File: src/rtl/ad_capture_if.sv
// Pad and consumer-side signal bundle for the dual-converter A/D front end.
// The capture block takes the master view; pads/consumers take the slave view.
interface ad_capture_if;
    logic        en;
    logic        err_clr;
    logic        ad_cs;
    logic [1:0]  ad_sdata_a;
    logic [1:0]  ad_sdata_b;
    logic [11:0] ad_a0;
    logic [11:0] ad_a1;
    logic [11:0] ad_b0;
    logic [11:0] ad_b1;
    logic        sample_valid;
    logic [11:0] avg_a0;
    logic [11:0] avg_a1;
    logic [11:0] avg_b0;
    logic [11:0] avg_b1;
    logic        avg_valid;
    logic        frame_err;

    modport master (
        input  en, err_clr, ad_sdata_a, ad_sdata_b,
        output ad_cs, ad_a0, ad_a1, ad_b0, ad_b1, sample_valid,
               avg_a0, avg_a1, avg_b0, avg_b1, avg_valid, frame_err
    );

    modport slave (
        output en, err_clr, ad_sdata_a, ad_sdata_b,
        input  ad_cs, ad_a0, ad_a1, ad_b0, ad_b1, sample_valid,
               avg_a0, avg_a1, avg_b0, avg_b1, avg_valid, frame_err
    );
endinterface

File: src/rtl/ad_capture.sv
// Serial front end for two dual-channel 12-bit A/D converters: frame strobe
// generation, deserialisation, per-channel boxcar averaging and leading-zero
// frame checking. Channel order internally: 0=a0, 1=a1, 2=b0, 3=b1.
module ad_capture #(
    parameter int FRAME_LEN = 16,
    parameter int AVG_LOG2  = 4
) (
    input  logic         clk,
    input  logic         reset_n,
    ad_capture_if.master bus
);
    localparam int CW   = $clog2(FRAME_LEN);
    localparam int AW   = (AVG_LOG2 > 0) ? AVG_LOG2 : 1;
    localparam int ACCW = 12 + AVG_LOG2;
    localparam logic [CW-1:0] CNT_LAST = CW'(FRAME_LEN - 1);
    localparam logic [AW-1:0] BLK_LAST = AW'((1 << AVG_LOG2) - 1);

    logic [CW-1:0]   cnt;
    logic [CW-1:0]   cnt_nxt;
    logic            cs_q;
    logic [3:0]      line;
    logic            in_lz;
    logic            in_data;
    logic            load;
    logic            lz_seen;
    logic            sample_valid_q;
    logic            avg_valid_q;
    logic            frame_err_q;
    logic [AW-1:0]   blk_cnt;
    logic            blk_end;
    logic [11:0]     sr       [4];
    logic [11:0]     samp     [4];
    logic [11:0]     avg      [4];
    logic [ACCW-1:0] acc      [4];
    logic [ACCW-1:0] acc_sum  [4];
    logic [11:0]     avg_next [4];

    assign line    = {bus.ad_sdata_b, bus.ad_sdata_a};
    assign load    = (cnt == CNT_LAST);
    assign in_lz   = (cnt == CW'(1)) || (cnt == CW'(2));
    assign in_data = (cnt >= CW'(3)) && (cnt <= CW'(14));
    assign blk_end = (blk_cnt == BLK_LAST);

    // Next frame count: idle at 0 until enabled, otherwise run to wrap.
    always_comb begin
        cnt_nxt = cnt;
        if (cnt == '0) begin
            if (bus.en) begin
                cnt_nxt = CW'(1);
            end
        end else if (cnt == CNT_LAST) begin
            cnt_nxt = '0;
        end else begin
            cnt_nxt = cnt + CW'(1);
        end
    end

    // Chip select is registered from the next count so it is high exactly while cnt==0.
    always_ff @(posedge clk or negedge reset_n) begin
        if (!reset_n) begin
            cnt  <= '0;
            cs_q <= 1'b1;
        end else begin
            cnt  <= cnt_nxt;
            cs_q <= (cnt_nxt == '0);
        end
    end

    // Shift in D11..D0 and remember any nonzero leading-zero bit for this frame.
    always_ff @(posedge clk or negedge reset_n) begin
        if (!reset_n) begin
            for (int unsigned ch = 0; ch < 4; ch++) begin
                sr[ch] <= '0;
            end
            lz_seen <= 1'b0;
        end else begin
            if (in_data) begin
                for (int unsigned ch = 0; ch < 4; ch++) begin
                    sr[ch] <= {sr[ch][10:0], line[ch]};
                end
            end
            if (load) begin
                lz_seen <= 1'b0;
            end else if (in_lz && (|line)) begin
                lz_seen <= 1'b1;
            end
        end
    end

    // Running sum including the sample being loaded, and its scaled average.
    always_comb begin
        for (int unsigned ch = 0; ch < 4; ch++) begin
            acc_sum[ch]  = acc[ch] + ACCW'(sr[ch]);
            avg_next[ch] = 12'(acc_sum[ch] >> AVG_LOG2);
        end
    end

    // Load samples at frame end; close an averaging block every 2^AVG_LOG2 loads.
    always_ff @(posedge clk or negedge reset_n) begin
        if (!reset_n) begin
            for (int unsigned ch = 0; ch < 4; ch++) begin
                samp[ch] <= '0;
                avg[ch]  <= '0;
                acc[ch]  <= '0;
            end
            blk_cnt        <= '0;
            sample_valid_q <= 1'b0;
            avg_valid_q    <= 1'b0;
        end else begin
            sample_valid_q <= load;
            avg_valid_q    <= load && blk_end;
            if (load) begin
                for (int unsigned ch = 0; ch < 4; ch++) begin
                    samp[ch] <= sr[ch];
                    if (blk_end) begin
                        avg[ch] <= avg_next[ch];
                        acc[ch] <= '0;
                    end else begin
                        acc[ch] <= acc_sum[ch];
                    end
                end
                blk_cnt <= blk_end ? '0 : blk_cnt + AW'(1);
            end
        end
    end

    // Sticky frame error; a set at the load edge overrides a simultaneous clear.
    always_ff @(posedge clk or negedge reset_n) begin
        if (!reset_n) begin
            frame_err_q <= 1'b0;
        end else if (load && lz_seen) begin
            frame_err_q <= 1'b1;
        end else if (bus.err_clr) begin
            frame_err_q <= 1'b0;
        end
    end

    assign bus.ad_cs        = cs_q;
    assign bus.ad_a0        = samp[0];
    assign bus.ad_a1        = samp[1];
    assign bus.ad_b0        = samp[2];
    assign bus.ad_b1        = samp[3];
    assign bus.sample_valid = sample_valid_q;
    assign bus.avg_a0       = avg[0];
    assign bus.avg_a1       = avg[1];
    assign bus.avg_b0       = avg[2];
    assign bus.avg_b1       = avg[3];
    assign bus.avg_valid    = avg_valid_q;
    assign bus.frame_err    = frame_err_q;
endmodule
File: src/flat_wrapper.sv
// flat-port wrapper written by rule: the top's interface ports become plain ports
module ad_capture_flat 
#(
    parameter int FRAME_LEN = 16,
    parameter int AVG_LOG2  = 4
)
  (clk, reset_n, bus_en, bus_err_clr, bus_ad_sdata_a, bus_ad_sdata_b, bus_ad_cs, bus_ad_a0, bus_ad_a1, bus_ad_b0, bus_ad_b1, bus_sample_valid, bus_avg_a0, bus_avg_a1, bus_avg_b0, bus_avg_b1, bus_avg_valid, bus_frame_err);
  ad_capture_if bus_i ();
  input  logic clk;
  input  logic reset_n;
  input wire logic [$bits(bus_i.en)-1:0] bus_en;
  input wire logic [$bits(bus_i.err_clr)-1:0] bus_err_clr;
  input wire logic [$bits(bus_i.ad_sdata_a)-1:0] bus_ad_sdata_a;
  input wire logic [$bits(bus_i.ad_sdata_b)-1:0] bus_ad_sdata_b;
  output wire logic [$bits(bus_i.ad_cs)-1:0] bus_ad_cs;
  output wire logic [$bits(bus_i.ad_a0)-1:0] bus_ad_a0;
  output wire logic [$bits(bus_i.ad_a1)-1:0] bus_ad_a1;
  output wire logic [$bits(bus_i.ad_b0)-1:0] bus_ad_b0;
  output wire logic [$bits(bus_i.ad_b1)-1:0] bus_ad_b1;
  output wire logic [$bits(bus_i.sample_valid)-1:0] bus_sample_valid;
  output wire logic [$bits(bus_i.avg_a0)-1:0] bus_avg_a0;
  output wire logic [$bits(bus_i.avg_a1)-1:0] bus_avg_a1;
  output wire logic [$bits(bus_i.avg_b0)-1:0] bus_avg_b0;
  output wire logic [$bits(bus_i.avg_b1)-1:0] bus_avg_b1;
  output wire logic [$bits(bus_i.avg_valid)-1:0] bus_avg_valid;
  output wire logic [$bits(bus_i.frame_err)-1:0] bus_frame_err;
  assign bus_i.en = bus_en;
  assign bus_i.err_clr = bus_err_clr;
  assign bus_i.ad_sdata_a = bus_ad_sdata_a;
  assign bus_i.ad_sdata_b = bus_ad_sdata_b;
  assign bus_ad_cs = bus_i.ad_cs;
  assign bus_ad_a0 = bus_i.ad_a0;
  assign bus_ad_a1 = bus_i.ad_a1;
  assign bus_ad_b0 = bus_i.ad_b0;
  assign bus_ad_b1 = bus_i.ad_b1;
  assign bus_sample_valid = bus_i.sample_valid;
  assign bus_avg_a0 = bus_i.avg_a0;
  assign bus_avg_a1 = bus_i.avg_a1;
  assign bus_avg_b0 = bus_i.avg_b0;
  assign bus_avg_b1 = bus_i.avg_b1;
  assign bus_avg_valid = bus_i.avg_valid;
  assign bus_frame_err = bus_i.frame_err;
  ad_capture #(.FRAME_LEN(FRAME_LEN), .AVG_LOG2(AVG_LOG2)) u_core (.clk(clk), .reset_n(reset_n), .bus(bus_i));
endmodule
File: config.mk
export PLATFORM = sky130hd
export DESIGN_NAME = ad_capture_flat
export DESIGN_NICKNAME = d
export VERILOG_FILES = /design/src/rtl/ad_capture_if.sv /design/src/rtl/ad_capture.sv /design/src/flat_wrapper.sv
export SDC_FILE = /design/constraint.sdc
export NUM_CORES = 1
export LEC_CHECK = 0
export ABC_CLOCK_PERIOD_IN_PS = 5700
export BUFFER_PORTS_ARGS = -buffer_cell sky130_fd_sc_hd__buf_4
export CORE_ASPECT_RATIO = 0.75
export CORE_MARGIN = 1.5
export CORE_UTILIZATION = 30
export DETAILED_ROUTE_END_ITERATION = 8
export GPL_TIMING_DRIVEN = 0
export PLACE_DENSITY = 0.55
export SETUP_SLACK_MARGIN = 0.05
export SKIP_LAST_GASP = 1
export SLEW_MARGIN = 15
export SYNTH_ARGS = -nofsm -noshare
export SYNTH_HDL_FRONTEND = slang
export SYNTH_SLANG_ARGS = --single-unit
export TNS_END_PERCENT = 5
File: constraint.sdc
create_clock -name clk -period 5.7 [get_ports clk]
set_input_delay 0.285 -clock clk [delete_from_list [all_inputs] [get_ports clk]]
set_output_delay 0.285 -clock clk [all_outputs]
set_load 0.1 [all_outputs]
# Word-level counts from Yosys, hierarchy flattened
# Cells that the tools add are included.
[op_classes] addsub=6 magnitude_cmp=2 n_eq_ne=4 n_mux=12 n_reduce_logical=11
[ops] cell="16-bit by 12-bit adder with 16-bit output" count=4
[ops] cell="16-bit two-way mux" count=4
[ops] cell="4-bit two-way mux" count=4
[ops] cell="4-bit by 1-bit adder with 4-bit output, second input constant" count=2
[ops] cell="4-bit == test, second input constant" count=2
[ops] cell="4-bit logical NOT" count=2
[ops] cell="4-bit by 1-bit == test with 1-bit output, second input constant" count=1
[ops] cell="4-bit by 2-bit == test with 1-bit output, second input constant" count=1
[ops] cell="4-bit by 2-bit greater-or-equal comparator with 1-bit output, second input constant" count=1
[ops] cell="4-bit less-or-equal comparator, second input constant" count=1
[ops] cell="1-bit logical AND" count=4
[ops] cell="1-bit two-way mux" count=4
[ops] cell="2-bit nonzero test" count=2
[ops] cell="4-bit OR reduction" count=1
[ops] cell="2-bit AND reduction" count=1
[ops] cell="1-bit logical OR" count=1
[totals] register_bits=221 in_bits=8 out_inout_bits=100 elab_cells=58

# Depth between registers and ports, before layout
[depth] ltp_word=5 depth_mapped=8 depth_no_buf=8

# Worst setup path before layout
# Ideal clock, no wire load.
[synth_path] path_type="reg2reg" from="register u_core.sr[0] (netlist bit)" to="register u_core.avg (netlist bit u_core.bus.avg_b1[4])" setup_time_ns=0.125 arrival_time_ns=2.302 required_time_ns=5.575 setup_slack_ns=3.273 path_stages_with_launch=9 n_path_buf=0 period_less_slack_ns=2.427 path_cell_list="dfrtp_1 -> ha_1 -> fa_1 -> a21o_1 -> a221oi_1 -> o21bai_1 -> a21o_1 -> xor2_1 -> mux2_2"
[synth_between] elab_chain_cells=1
[synth_lines] item="from (decl)" line="ad_capture.sv:31" source="logic [11:0] sr [4];"
[synth_lines] item="from (signal, indexed assignment)" line="ad_capture.sv:79" source="sr[ch] <= {sr[ch][10:0], line[ch]};"
[synth_lines] item="16-bit by 12-bit adder with 16-bit output" line="ad_capture.sv:93" source="acc_sum[ch] = acc[ch] + ACCW'(sr[ch]);"
[synth_lines] item="to (signal, indexed assignment)" line="ad_capture.sv:116" source="avg[ch] <= avg_next[ch];"
[synth_lines] item="to (decl)" line="ad_capture.sv:33" source="logic [11:0] avg [4];"
# No other way between the ends.
# A chain may end at the register's enable or synchronous reset.

# Worst setup path after layout
# Same ends and word-level chain as after synthesis.

==> results.sh <==
export IMPL_status="complete, but fails checks"
export IMPL_violations="DRC"
export IMPL_boundaryPins=108
export IMPL_fin_crit_sh=0.4850
export IMPL_cts_sink_count=221
export IMPL_slew_viol_final=0
export IMPL_cts_resized=0
export IMPL_fp_dieW_microns=220.6
export IMPL_hold_viol=0
export IMPL_synth_yosys_seq_area_share=0.5194
export IMPL_antenna_found_initial=0
export IMPL_synth_area_sq_um=10650
export IMPL_max_cap_violations=0
export IMPL_yosysTopAreaCellShare=0.5169
export IMPL_postCtsSetupBuffers=0
export IMPL_root_buffer="clkbuf_16"
export IMPL_synth_compound_area_share=0.1598
export IMPL_r2r_start="u_core.sr[0]"
export IMPL_period_minus_slack_ps=2765
export IMPL_synth_mux_area_fraction=0.05698
export IMPL_start_util=0.3057
export IMPL_synth_edf_count=0
export IMPL_synth_adder_area_share=0.06978
export IMPL_dp_hpwl_mm=21.06
export IMPL_postPlaceCellArea_sq_um=12090
export IMPL_yosysWarnings=0
export IMPL_routabilityCongestion=0.8268
export IMPL_finalSetupTns_ps=0
export IMPL_cp_required_ps=6130
export IMPL_grtUsageTotal=0.1611
export IMPL_synth_simple_area_share=0.1348
export IMPL_cts_tree="done"
export IMPL_n_fill_cell=3517
export IMPL_grt_pass1_vias=7920
export IMPL_synth_xor_area_frac=0.03865
export IMPL_syn_nets=1119
export IMPL_layout_common_cells="256 x nand2_1, 220 x dfrtp_1, 106 x buf_4, 99 x o21ai_0"
export IMPL_syn2layout_area_growth_pct=21.72
export IMPL_yosysTopAreaCell="dfrtp_1"
export IMPL_routedWlPerCell_microns=17.49
export IMPL_drive_above_1_share=0.1762
export IMPL_htree_levels=1
export IMPL_grt_pass1_wl_mm=46.28
export IMPL_cp_start_kind="flop"
export IMPL_fmax_mhz=361.7
export IMPL_clock_latency_ps=550
export IMPL_crit_type="flop to flop"
export IMPL_r2r_slack_ps=2940
export IMPL_grt_ovfl_total=0
export IMPL_nets=1256
export IMPL_synthTopCellsByArea="dfrtp_1 52%, nand2_1 9.0%, ha_1 6.2%, mux2_2 5.6%, o21ai_0 4.7%"
export IMPL_num_rows=59
export IMPL_clkTransAtPathRegs_ps=60
export IMPL_final_common_cell="nand2_1"
export IMPL_synth_cell_type_count=56
export IMPL_antenna_cells=0
export IMPL_clock_skew_ps=28.39
export IMPL_vias_per_cell=4.881
export IMPL_route_detailed_drc=6
export IMPL_grt_max_degree=102
export IMPL_synthFlopType="dfrtp_1"
export IMPL_vias=8132
export IMPL_maxSlewHeadroom=0.3709
export IMPL_cts_buffers=24
export IMPL_drt_total_wl_mm=29.14
export IMPL_max_slew_worst_pin_slew_ps=935.0
export IMPL_drt_iter0_markers=676
export IMPL_port_buffers=107
export IMPL_dr_pass1_iters=7
export IMPL_cp_arrival_ps=3200
export IMPL_die_area_sq_um=36650
export IMPL_cp_max_fo=4
export IMPL_die_y_microns=166.2
export IMPL_rr_worst_depth=8
export IMPL_critPathCapture="u_core.bus.avg_b1[4]"
export IMPL_r2r_end="u_core.bus.avg_b1[4]"
export IMPL_synth_seq_cells=221
export IMPL_holdBufCountCts=2
export IMPL_synth_top_family_by_area="compound AO/OA/AOI/OAI gates"
export IMPL_synth_cells=1054
export IMPL_syn_area_per_cell_sq_um=10.10
export IMPL_final_setup_viol_count=0
export IMPL_fin_area_sq_um=12960
export IMPL_core_area_sq_um=34840
export IMPL_startpoint="u_core.sr[0]"
export IMPL_clockBufferDepth=3
export IMPL_async_reset_ff_frac=1.000
export IMPL_worst_setup_path_end_kind="flop"
export IMPL_rsz0062_at_grt="no"
export IMPL_hp_class="primary input to flop"
export IMPL_drt_antenna_violating_nets=0
==> critical path: stages (launching register included) <==
cell,delay [ps]
dfrtp_1,460
ha_1,260
fa_1,420
a21o_1,230
a221oi_1,540
o21bai_1,130
a21o_1,200
xor2_1,160
mux2_2,280
==> Yosys cell counts (all sizes together), types with 3 or more instances <==
master and n:
a211oi 15, a21boi 6, a21o 18, a21oi 36
a22o 27, a31oi 5, and2 4, buf 8
clkbuf 36, dfrtp 220, fa 4, ha 53
inv 12, mux2 53, nand2 256, nand3 16
nand4 5, nor2 52, nor3 5, nor3b 3
nor4 4, o211a 3, o211ai 5, o21a 10
o21ai 99, o21bai 6, o31ai 13, o41ai 5
or2 3, xnor2 35, xor2 12
==> sequential cells by signal (all words and copies together) (netlist names), 4 cells and up <==
signal and cells:
u_core.acc 64, u_core.blk_cnt 4, u_core.bus.ad_a0 12, u_core.bus.ad_a1 12
u_core.bus.ad_b0 12, u_core.bus.ad_b1 12, u_core.bus.avg_a0 12, u_core.bus.avg_a1 12
u_core.bus.avg_b0 12, u_core.bus.avg_b1 12, u_core.cnt 4, u_core.sr 48
==> metrics by stage <==
step	hold slack [ps]	utilization	setup slack [ps]	std cells
floorplan	-10.59	-	3273	1054
global placement	463.9	0.3451	2551	1618
detailed placement	203.2	0.3469	2941	1620
CTS	0.1779	0.3721	2950	1666
global route	16.14	0.3721	2755	1666
finish	18.91	0.3721	2935	1666
==> worst min-delay path by stage <==
stage               cells past startpoint           startpoint             endpoint  slack [ps]
finish                                  2    bus_ad_sdata_b[0]        u_core.sr[12]          20
global route                            2    bus_ad_sdata_b[0]        u_core.sr[12]          20
CTS                                     2    bus_ad_sdata_b[0]        u_core.sr[12]         0.2
detailed placement                      1              reset_n        u_core.cnt[0]         200
global placement                        2  u_core.bus.ad_a1[2]  u_core.bus.ad_a1[2]         460
floorplan                               0              reset_n        u_core.acc[0]         -10
==> kinds of logic (layout without fill, tap and decap cells) <==
kind of cell / count (synthesis) / count (layout)
and+or+nand+nor: 355 / 355
xor gates and xnor gates: 47 / 47
adders and majority gates: 57 / 57
AOI/OAI and AO/OA: 263 / 263
DFF: 221 / 221
muxes: 54 / 54
buffers and inverters: 57 / 212
==> final cells by class <==
cell class | count | area [sq um] | area share
Sequential cell | 221 | 5532 | 0.4267
Multi-Input combinational cell | 776 | 4898 | 0.3779
Timing Repair Buffer | 111 | 885.9 | 0.06833
Clock buffer | 33 | 684.4 | 0.05279
Tap cell | 457 | 571.8 | 0.04411
Clock inverter | 11 | 171.4 | 0.01322
Buffer | 44 | 171.4 | 0.01322
Inverter | 13 | 48.80 | 0.003764
==> per-layer routing <==
metal / global-route usage / wire [microns] / vias to the layer above
met4: 0.02409 / 358 / 0
met3: 0.03663 / 1808 / 24
li1: - / - / 3980
met5: 0 / 0 / -
met1: 0.2497 / 14770 / 3946
met2: 0.2302 / 12200 / 182
Power is left out: the tool's default activity adds up to more than one toggle a clock period on the data nets, which glitch-free logic cannot reach.
